### src/rtl/cpu_ctrl_pkg.sv
// Shared definitions for the hardwired CPU control sequencer:
// opcodes, IR field positions, FSM states, instruction classes and the strobe bundle.
package cpu_ctrl_pkg;

   localparam int unsigned OP_W = 5;

   localparam int unsigned IR_OP_HI = 31;
   localparam int unsigned IR_OP_LO = 27;
   localparam int unsigned IR_RA_HI = 26;
   localparam int unsigned IR_RA_LO = 23;
   localparam int unsigned IR_RB_HI = 22;
   localparam int unsigned IR_RB_LO = 19;
   localparam int unsigned IR_RC_HI = 18;
   localparam int unsigned IR_RC_LO = 15;
   localparam int unsigned IR_C_HI  = 18;
   localparam int unsigned IR_C_LO  = 0;

   localparam logic [OP_W-1:0] OP_LD   = 5'b00000;
   localparam logic [OP_W-1:0] OP_LDI  = 5'b00001;
   localparam logic [OP_W-1:0] OP_ST   = 5'b00010;
   localparam logic [OP_W-1:0] OP_ADD  = 5'b00011;
   localparam logic [OP_W-1:0] OP_SHL  = 5'b01011;
   localparam logic [OP_W-1:0] OP_ADDI = 5'b01100;
   localparam logic [OP_W-1:0] OP_ANDI = 5'b01101;
   localparam logic [OP_W-1:0] OP_ORI  = 5'b01110;
   localparam logic [OP_W-1:0] OP_DIV  = 5'b01111;
   localparam logic [OP_W-1:0] OP_MUL  = 5'b10000;
   localparam logic [OP_W-1:0] OP_NEG  = 5'b10001;
   localparam logic [OP_W-1:0] OP_NOT  = 5'b10010;
   localparam logic [OP_W-1:0] OP_MFHI = 5'b11000;
   localparam logic [OP_W-1:0] OP_MFLO = 5'b11001;
   localparam logic [OP_W-1:0] OP_NOP  = 5'b11010;
   localparam logic [OP_W-1:0] OP_HALT = 5'b11011;

   localparam logic [OP_W-1:0] ALU_ADD = 5'b00011;

   typedef enum logic [3:0] {
      S_RESET, S_T0, S_T1, S_T2, S_T3, S_T4, S_T5, S_T6, S_T7, S_HALT
   } state_t;

   typedef enum logic [3:0] {
      CL_ALU_R, CL_ALU_I, CL_MULDIV, CL_UNARY, CL_LD, CL_LDI, CL_ST,
      CL_MFHI, CL_MFLO, CL_NOP, CL_HALT, CL_ILLEGAL
   } iclass_t;

   typedef struct packed {
      logic pc_out, pc_in, inc_pc, mar_in, mdr_in, mdr_out, read, write;
      logic ir_in, y_in, zlo_in, zhi_in, zlo_out, zhi_out;
      logic lo_in, hi_in, lo_out, hi_out, c_out;
      logic gra, grb, grc, r_in, r_out, ba_out;
   } strobes_t;

endpackage

### src/rtl/opcode_decode.sv
// Maps a 5-bit opcode to the instruction class that selects the execute sequence.
module opcode_decode
   import cpu_ctrl_pkg::*;
(
   input  logic [OP_W-1:0] i_opcode,
   output iclass_t         o_class
);

   always_comb begin
      o_class = CL_ILLEGAL;
      if (i_opcode >= OP_ADD && i_opcode <= OP_SHL) begin
         o_class = CL_ALU_R;
      end else begin
         case (i_opcode)
            OP_LD:                    o_class = CL_LD;
            OP_LDI:                   o_class = CL_LDI;
            OP_ST:                    o_class = CL_ST;
            OP_ADDI, OP_ANDI, OP_ORI: o_class = CL_ALU_I;
            OP_DIV, OP_MUL:           o_class = CL_MULDIV;
            OP_NEG, OP_NOT:           o_class = CL_UNARY;
            OP_MFHI:                  o_class = CL_MFHI;
            OP_MFLO:                  o_class = CL_MFLO;
            OP_NOP:                   o_class = CL_NOP;
            OP_HALT:                  o_class = CL_HALT;
            default:                  o_class = CL_ILLEGAL;
         endcase
      end
   end

endmodule

### src/rtl/control_unit.sv
// Hardwired control sequencer: fetch T0-T2, execute T3-T7, Moore decode of
// datapath strobes from the registered state and the IR opcode.
module control_unit
   import cpu_ctrl_pkg::*;
(
   input  logic        clock,
   input  logic        clear,
   input  logic [31:0] ir,
   input  logic        mem_ready,
   output logic PCout, PCin, IncPC, MARin, MDRin, MDRout, Read, Write, IRin, Yin,
   output logic ZLowIn, ZHighIn, ZLowOut, ZHighOut, LOin, HIin, LOout, HIout, Cout,
   output logic Gra, Grb, Grc, Rin, Rout, BAout,
   output logic [4:0]  alu_op,
   output logic        run,
   output logic        illegal
);

   state_t          r_state;
   iclass_t         w_class;
   strobes_t        w_s;
   logic [OP_W-1:0] w_opcode;
   logic            w_unused_ir;

   assign w_opcode    = ir[IR_OP_HI:IR_OP_LO];
   assign w_unused_ir = ^ir[IR_RA_HI:0];

   opcode_decode u_dec (.i_opcode(w_opcode), .o_class(w_class));

   always_ff @(posedge clock or negedge clear) begin
      if (!clear) begin
         r_state <= S_RESET;
      end else begin
         case (r_state)
            S_RESET: r_state <= S_T0;
            S_T0:    r_state <= S_T1;
            S_T1:    if (mem_ready) r_state <= S_T2;
            S_T2: begin
               case (w_class)
                  CL_NOP, CL_ILLEGAL: r_state <= S_T0;
                  CL_HALT:            r_state <= S_HALT;
                  default:            r_state <= S_T3;
               endcase
            end
            S_T3: r_state <= (w_class == CL_MFHI || w_class == CL_MFLO) ? S_T0 : S_T4;
            S_T4: r_state <= (w_class == CL_UNARY) ? S_T0 : S_T5;
            S_T5: begin
               case (w_class)
                  CL_MULDIV, CL_LD, CL_ST: r_state <= S_T6;
                  default:                 r_state <= S_T0;
               endcase
            end
            S_T6: begin
               case (w_class)
                  CL_ST:   r_state <= S_T7;
                  CL_LD:   if (mem_ready) r_state <= S_T7;
                  default: r_state <= S_T0;
               endcase
            end
            S_T7: begin
               // st waits for the write to complete; ld already waited in T6
               if (w_class != CL_ST || mem_ready) r_state <= S_T0;
            end
            S_HALT:  r_state <= S_HALT;
            default: r_state <= S_RESET;
         endcase
      end
   end

   always_comb begin
      w_s     = '0;
      alu_op  = '0;
      illegal = 1'b0;
      case (r_state)
         S_T0: begin w_s.pc_out = 1'b1; w_s.mar_in = 1'b1; w_s.inc_pc = 1'b1; w_s.zlo_in = 1'b1; end
         S_T1: begin w_s.zlo_out = 1'b1; w_s.pc_in = 1'b1; w_s.read = 1'b1; w_s.mdr_in = 1'b1; end
         S_T2: begin
            w_s.mdr_out = 1'b1; w_s.ir_in = 1'b1;
            illegal = (w_class == CL_ILLEGAL);
         end
         S_T3: begin
            case (w_class)
               CL_ALU_R, CL_ALU_I: begin w_s.grb = 1'b1; w_s.r_out = 1'b1; w_s.y_in = 1'b1; end
               CL_MULDIV: begin w_s.gra = 1'b1; w_s.r_out = 1'b1; w_s.y_in = 1'b1; end
               CL_UNARY: begin
                  w_s.grb = 1'b1; w_s.r_out = 1'b1; w_s.zlo_in = 1'b1; alu_op = w_opcode;
               end
               CL_LD, CL_LDI, CL_ST: begin w_s.grb = 1'b1; w_s.ba_out = 1'b1; w_s.y_in = 1'b1; end
               CL_MFHI: begin w_s.hi_out = 1'b1; w_s.gra = 1'b1; w_s.r_in = 1'b1; end
               CL_MFLO: begin w_s.lo_out = 1'b1; w_s.gra = 1'b1; w_s.r_in = 1'b1; end
               default: ;
            endcase
         end
         S_T4: begin
            case (w_class)
               CL_ALU_R: begin
                  w_s.grc = 1'b1; w_s.r_out = 1'b1; w_s.zlo_in = 1'b1; alu_op = w_opcode;
               end
               CL_ALU_I: begin w_s.c_out = 1'b1; w_s.zlo_in = 1'b1; alu_op = w_opcode; end
               CL_MULDIV: begin
                  w_s.grb = 1'b1; w_s.r_out = 1'b1; w_s.zlo_in = 1'b1; w_s.zhi_in = 1'b1;
                  alu_op = w_opcode;
               end
               CL_UNARY: begin w_s.zlo_out = 1'b1; w_s.gra = 1'b1; w_s.r_in = 1'b1; end
               CL_LD, CL_LDI, CL_ST: begin w_s.c_out = 1'b1; w_s.zlo_in = 1'b1; alu_op = ALU_ADD; end
               default: ;
            endcase
         end
         S_T5: begin
            case (w_class)
               CL_ALU_R, CL_ALU_I, CL_LDI: begin w_s.zlo_out = 1'b1; w_s.gra = 1'b1; w_s.r_in = 1'b1; end
               CL_MULDIV:   begin w_s.zlo_out = 1'b1; w_s.lo_in = 1'b1; end
               CL_LD, CL_ST: begin w_s.zlo_out = 1'b1; w_s.mar_in = 1'b1; end
               default: ;
            endcase
         end
         S_T6: begin
            case (w_class)
               CL_MULDIV: begin w_s.zhi_out = 1'b1; w_s.hi_in = 1'b1; end
               CL_LD:     begin w_s.read = 1'b1; w_s.mdr_in = 1'b1; end
               CL_ST:     begin w_s.gra = 1'b1; w_s.r_out = 1'b1; w_s.mdr_in = 1'b1; end
               default: ;
            endcase
         end
         S_T7: begin
            case (w_class)
               CL_LD:   begin w_s.mdr_out = 1'b1; w_s.gra = 1'b1; w_s.r_in = 1'b1; end
               CL_ST:   w_s.write = 1'b1;
               default: ;
            endcase
         end
         default: ;
      endcase
   end

   assign run = (r_state != S_RESET) && (r_state != S_HALT);

   assign PCout    = w_s.pc_out;
   assign PCin     = w_s.pc_in;
   assign IncPC    = w_s.inc_pc;
   assign MARin    = w_s.mar_in;
   assign MDRin    = w_s.mdr_in;
   assign MDRout   = w_s.mdr_out;
   assign Read     = w_s.read;
   assign Write    = w_s.write;
   assign IRin     = w_s.ir_in;
   assign Yin      = w_s.y_in;
   assign ZLowIn   = w_s.zlo_in;
   assign ZHighIn  = w_s.zhi_in;
   assign ZLowOut  = w_s.zlo_out;
   assign ZHighOut = w_s.zhi_out;
   assign LOin     = w_s.lo_in;
   assign HIin     = w_s.hi_in;
   assign LOout    = w_s.lo_out;
   assign HIout    = w_s.hi_out;
   assign Cout     = w_s.c_out;
   assign Gra      = w_s.gra;
   assign Grb      = w_s.grb;
   assign Grc      = w_s.grc;
   assign Rin      = w_s.r_in;
   assign Rout     = w_s.r_out;
   assign BAout    = w_s.ba_out;

endmodule

### config.mk
export PLATFORM = sky130hd
export DESIGN_NAME = control_unit
export DESIGN_NICKNAME = d
export VERILOG_FILES = /design/src/rtl/cpu_ctrl_pkg.sv /design/src/rtl/opcode_decode.sv /design/src/rtl/control_unit.sv
export SDC_FILE = /design/constraint.sdc
export NUM_CORES = 1
export LEC_CHECK = 0
export BUFFER_PORTS_ARGS = -buffer_cell sky130_fd_sc_hd__buf_2
export CAP_MARGIN = 0
export CELL_PAD_IN_SITES_DETAIL_PLACEMENT = 1
export CELL_PAD_IN_SITES_GLOBAL_PLACEMENT = 1
export CORE_ASPECT_RATIO = 1.5
export CORE_MARGIN = 3
export CORE_UTILIZATION = 28
export DETAILED_ROUTE_END_ITERATION = 6
export GPL_TIMING_DRIVEN = 0
export PLACE_DENSITY_LB_ADDON = 0.1
export SYNTH_ARGS = -nofsm -noshare
export SYNTH_HDL_FRONTEND = slang
export SYNTH_SLANG_ARGS = --single-unit
### constraint.sdc
create_clock -name clock -period 4 [get_ports clock]
set_input_delay 0.8 -clock clock [delete_from_list [all_inputs] [get_ports clock]]
set_output_delay 0.8 -clock clock [all_outputs]
set_load 0.02 [all_outputs]
[After elaboration in Yosys (flattened, before gate mapping)]
Memory sizes are Yosys's and may differ from the RTL's.
Index checks and enable logic that the tools add are counted.
Cells by class
  $lt $le $gt $ge: 2
  mux-type cells: 53
  reductions and logical operators: 21
  eq/ne operators: 25
Operators by type and width (number)
  $pmux 4 s10: 1
  $eq 4x3->1 const B: 8
  $mux 1: 29
  $eq 4x4->1 const B: 6
  $pmux 5 s2: 2
  $eq 4x2->1 const B: 4
  $mux 4: 4
  $pmux 4 s2: 2
  $reduce_or 3->1: 5
  $reduce_or 6->1: 2
  $pmux 1 s2: 5
  $mux 3: 3
  $pmux 1 s3: 3
  $eq 4x1->1 const B: 2
  $logic_not 4->1: 2
  $reduce_or 2->1: 4
  $reduce_or 4->1: 2
  $ge 5x2->1 const B: 1
  $le 5x4->1 const B: 1
  $mux 5: 1
  $pmux 1 s5: 1
  $ne 2x2->1 const B: 2
  $ne 4x3->1 const B: 1
  $ne 4x4->1 const B: 1
  7 further kinds: 9
Storage, ports and cells
  memories: 1
  register bits after elaboration: 4
  bits in read-only memories: 128
  logic and storage cells: 103
  output and inout bits: 32
Memory list
  (name not given): words 32, bits a word 4, read ports 1, clocked after memory_dff 0, write ports 0, line opcode_decode.sv:14  | case (i_opcode)

[Depth between registers and ports, before layout]
  word-level depth: 7
  depth in mapped cells: 10
  gate-level depth less buffers: 8

[Hierarchy]
Synthesis repeated with hierarchy kept, for this count alone.
Unflattened totals
  cell total of the unflattened synthesis: 162
  area, all modules: 1152.4 µm²
By module, submodules not included
  control_unit: cells an instance 136, instances 1, area an instance 938.4 µm²
  opcode_decode: cells an instance 26, instances 1, area an instance 214.0 µm²

[Worst setup path before layout]
No wires, ideal clock.
  path kind: input to output
  start: in ir[27]
  end: out ZHighOut
  required time: 3.200 ns
  setup slack: 0.345 ns
  arrival: 2.855 ns
  stages on the path: 8
  buffers on the path: 2
  path through: buf_2 inv_1 ha_1 a311oi_4 nand3b_1 nand3b_1 nor3_1 buf_4
Between the ends
  word-level cells in the longest chain between the ends: 6
  elaborated cells between the ends (all ways): 8
  those cells by class: order compare (2); eq/ne (1); mux (3); reduce/logical (1); memory (1)
Ends and longest elaborated chain
  start, declared: line control_unit.sv:8  | input logic [31:0] ir,
  parallel branches: the longest is 2 deep, another holds $mem_v2 32x4
  $mux 4 (*): line opcode_decode.sv:11  | if (i_opcode >= OP_ADD && i_opcode <= OP_SHL) begin
  $eq 4x2->1 (*)
  $mux 1 (*) (2 in series)
  end, declared: line control_unit.sv:11  | output logic ZLowIn, ZHighIn, ZLowOut, ZHighOut, LOin, HIin, LOout, HIout, Cout,
Every way passes the cells marked *.

[Worst setup path after layout]
  start: in ir[27]
  end: out ZLowOut
Between the ends
  word-level cells in the longest chain between the ends: 7
  elaborated cells between the ends (all ways): 16
  those cells by class: order compare (2); eq/ne (6); mux (4); reduce/logical (3); memory (1)
Ends and longest elaborated chain
  parallel branches: the longest is 2 deep, another holds $mem_v2 32x4
  $mux 4 (*): line opcode_decode.sv:11
  $eq 4x3->1 (tied with other cells): line control_unit.sv:109  | case (w_class)
  $reduce_or 6->1 (no line)
  $mux 1: line control_unit.sv:109
  $pmux 1 s3 (*): line control_unit.sv:73  | case (r_state)
  end, declared: line control_unit.sv:11
Marks and branches as above.

==> run_results.csv <==
group,metric,value,unit
status,status,"complete, no violations",
logic_synthesis,syn_avg_cell_area,7.20,um2
flow_run,maxCapViolations,0,
power_and_ir_drop,vdd_ir_drop_max,0.000289,V
logic_synthesis,syn_nets,196,
power_and_ir_drop,internal_power,295,uW
detailed_routing,wl_per_cell,17.1,um
layout,largest_register_ffs,4,
worst_setup_path,r2r-start,"r_state[3]",
power_and_ir_drop,p_sw_share,56.8,%
global_routing,grt_max_degree,11,
clocking,clk_latency,0.21,ns
timing,whs,0.385,ns
logic_synthesis,ys_ff_latch,4,
worst_setup_path,path_class,"input port to output pin",
worst_setup_path,critPathMaxFanout,10,
detailed_routing,drc_errors,0,
timing,rsz0062_at_grt,"no",
logic_synthesis,synth_top_cell_by_area,"dfrtp_1",
layout,fin_nets,241,
timing,hold_viol,0,
timing,layout_min_cycle_time,3.82,ns
worst_setup_path,cp.arrival,3.02,ns
power_and_ir_drop,p_per_area,475,nW/um2
detailed_routing,dr.pass1.iters,4,
place,io_buffers,38,
clocking,cts_root_buf,"clkbuf_8",
floorplan,rows,27,
clocking,clock_path_buffers,2,
logic_synthesis,ys_types,60,
layout,drive_gt1_share,33.3,%
clocking,clkTransAtPathRegs,0.03,ns
clocking,cts.sinks,4,
global_routing,grt_pass1_vias,1441,
layout,regMostFlops,"r_state",
layout,antenna_cells,0,
worst_setup_path,required,3.20,ns
logic_synthesis,synth_common_cells,"13 x nor2_1, 13 x nor3_1, 10 x nand2_1",
global_routing,grt_pass1_wl,7140,um
worst_setup_path,critPathLaunch,"ir[27]",
global_routing,use_met3,2.01,%
worst_setup_path,worst-r2r-cell-count,7,
logic_synthesis,synth_area_leaders,"dfrtp_1 8.8%, nor3_1 5.7%, nor2_1 4.3%, o211ai_1 4.0%, or3_1 3.9%",
detailed_routing,via_per_inst,5.71,
place,hpwl,3460,um
logic_synthesis,synth_edf_count,0,
power_and_ir_drop,pwr-share-clk,12.1,%
worst_setup_path,worstSetupEndpoint,"ZLowOut",
place,place_congestion,0.849,
timing,setup_violations,0,
floorplan,fp.dieArea,4880,um2
worst_setup_path,endpoint_kind,"output pin",
layout,reg_top3,"r_state: 4 flops",
global_routing,met1_usage,20.0,%
timing,fin_setup_tns,0,ns
clocking,htree_levels,1,
layout,syn2layout_area_growth,26.8,%
logic_synthesis,async_flop_share,100,%
floorplan,initial_core_util,30.1,%
detailed_routing,drtAntennaViolNets,0,
floorplan,core_area,3780,um2
global_routing,busiest_layer,"met2",
global_routing,grt_usage,17.7,%
floorplan,die_x,58.0,um
timing,max_freq,262,MHz
layout,fillers,503,
logic_synthesis,yosys.area.top_type_share,8.80,%
worst_setup_path,reg2reg_slack,1.96,ns
clocking,cts_inserted_buffers,3,
floorplan,io_pins,67,
detailed_routing,route.vias.total,1394,
detailed_routing,routed_wl,4170,um
global_routing,use_met2,33.6,%
floorplan,dieHeight,84.1,um
logic_synthesis,netlist_area,1140,um2
worst_setup_path,critPathLaunchType,"input port",
worst_setup_path,rr_endpoint,"r_state[0]",
timing,drv_slew,0,
power_and_ir_drop,p_switching,389,uW
timing,worst_slack,0.176,ns
power_and_ir_drop,pwr-share-seq,10.7,%
power_and_ir_drop,power_frac_comb,77.2,%
timing,tightest_slew,0.490,ns
place,place_ws,0.0429,ns
timing,finalCritPeriodShare,95.6,%
timing,clock_skew,0.00370,ns
hold_path,hold_path_class,"input port to async pin",
global_routing,grt.overflow.total,0,
logic_synthesis,syn_inst,158,
logic_synthesis,ys_seq_area_share,8.80,%
timing,slew_headroom,67.4,%
logic_synthesis,ys.flop_type,"dfrtp_1",
detailed_routing,first_iter_violations,23,
global_routing,antenna_found_initial,0,
logic_synthesis,yosys_warnings,0,
power_and_ir_drop,p_leak,0.678,nW
clocking,cts_tree,"yes",
worst max-delay path, cell delays in order:
cell and delay (ns):
buf_2 0.10, buf_2 0.20, inv_1 0.08, ha_1 0.28
o211ai_1 0.19, o31a_1 0.21, o21ai_2 0.10, buf_4 0.19
nor3b_2 0.26, nand3_1 0.22, o211ai_1 0.18, buf_2 0.20
cells by family after synthesis:
logic type | Yosys count | share of synthesized area (%)
fa+ha+maj | 3 | 3.30
simple gates | 81 | 43.8
buf+inv | 22 | 9.24
flops | 4 | 8.80
mux | 2 | 1.76
xor+xnor | 1 | 0.770
compound gates | 45 | 32.3
power by group through the flow:
| stage | Sequential [mW] | Clock [mW] | Combinational (mW) |
|---|---|---|---|
| floorplan | 0.0678 | 0 | 0.369 |
| global placement | 0.0726 | 0 | 0.521 |
| detailed placement | 0.0737 | 0 | 0.529 |
| CTS | 0.0735 | 0.0841 | 0.531 |
| global route | 0.0770 | 0.0908 | 0.576 |
| finish | 0.0731 | 0.0826 | 0.529 |
worst min-delay path by stage:
stage	from	endpoint	slack, ns	depth (start not counted)
after floorplan	clear	r_state[0]	0.50	0
after global placement	clear	r_state[1]	0.60	1
after detailed placement	clear	r_state[1]	0.61	1
after CTS	clear	r_state[1]	0.38	1
after global routing	clear	r_state[1]	0.38	1
final	clear	r_state[1]	0.38	1
final cells by class:
cell class | instances | area (um2) | area share (%)
Tap cell | 43 | 53.8 | 3.73
Buffer | 14 | 75.1 | 5.20
Clock buffer | 3 | 41.3 | 2.86
Sequential cell | 4 | 100 | 6.94
Inverter | 8 | 30.0 | 2.08
Multi-Input combinational cell | 132 | 937 | 65.0
Timing Repair Buffer | 40 | 205 | 14.2
per-stage QoR:
stage	total power [mW]	instance area [um2]	instances	utilization, %
6_report	0.685	1440	244	38.1
5_1_grt	0.744	1440	244	38.1
4_1_cts	0.688	1420	242	37.6
3_5_place_dp	0.602	1380	239	36.5
3_3_place_gp	0.594	1380	239	36.5
2_1_floorplan	0.437	1140	158	-
what timing repair did:
action                                  4_1_cts  5_1_grt
gates resized for setup                       0        1
endpoints found under the setup margin        0        6
hold buffers                                  0        0
setup buffers                                 0        2
metal layers:
metal / up-vias / part of all wire, % / wire length, um
li1: 692 / - / -
met1: 668 / 40 / 1660
met2: 30 / 56 / 2330
met3: 4 / 3.3 / 136
met4: 0 / 0.96 / 40
met5: - / 0 / 0
cells in the final DEF (no fill, tap or decap), types with 2 or more instances in the layout:
| cell | Yosys | routed |
|---|---|---|
| a211oi_1 | 3 | 3 |
| a21o_1 | 2 | 2 |
| a21oi_1 | 3 | 3 |
| and3_1 | 2 | 2 |
| and4b_1 | 2 | 2 |
| buf_2 | 6 | 44 |
| buf_4 | 4 | 6 |
| clkbuf_1 | 3 | 3 |
| clkbuf_8 | 0 | 3 |
| dfrtp_1 | 4 | 4 |
| ha_1 | 3 | 3 |
| inv_1 | 7 | 7 |
| mux2i_1 | 2 | 2 |
| nand2_1 | 10 | 10 |
| nand2_2 | 2 | 2 |
| nand2b_1 | 2 | 2 |
| nand3_1 | 7 | 7 |
| nand3b_1 | 3 | 3 |
| nand4_1 | 3 | 3 |
| nand4b_1 | 3 | 3 |
| nor2_1 | 13 | 13 |
| nor2b_1 | 2 | 2 |
| nor3_1 | 13 | 13 |
| o211ai_1 | 6 | 6 |
| o21a_1 | 3 | 3 |
| o21ai_0 | 3 | 3 |
| o22ai_1 | 2 | 2 |
| o31a_1 | 3 | 3 |
| o31ai_1 | 4 | 4 |
| or3_1 | 7 | 7 |
No activity file was read; power rests on OpenSTA's default activity.
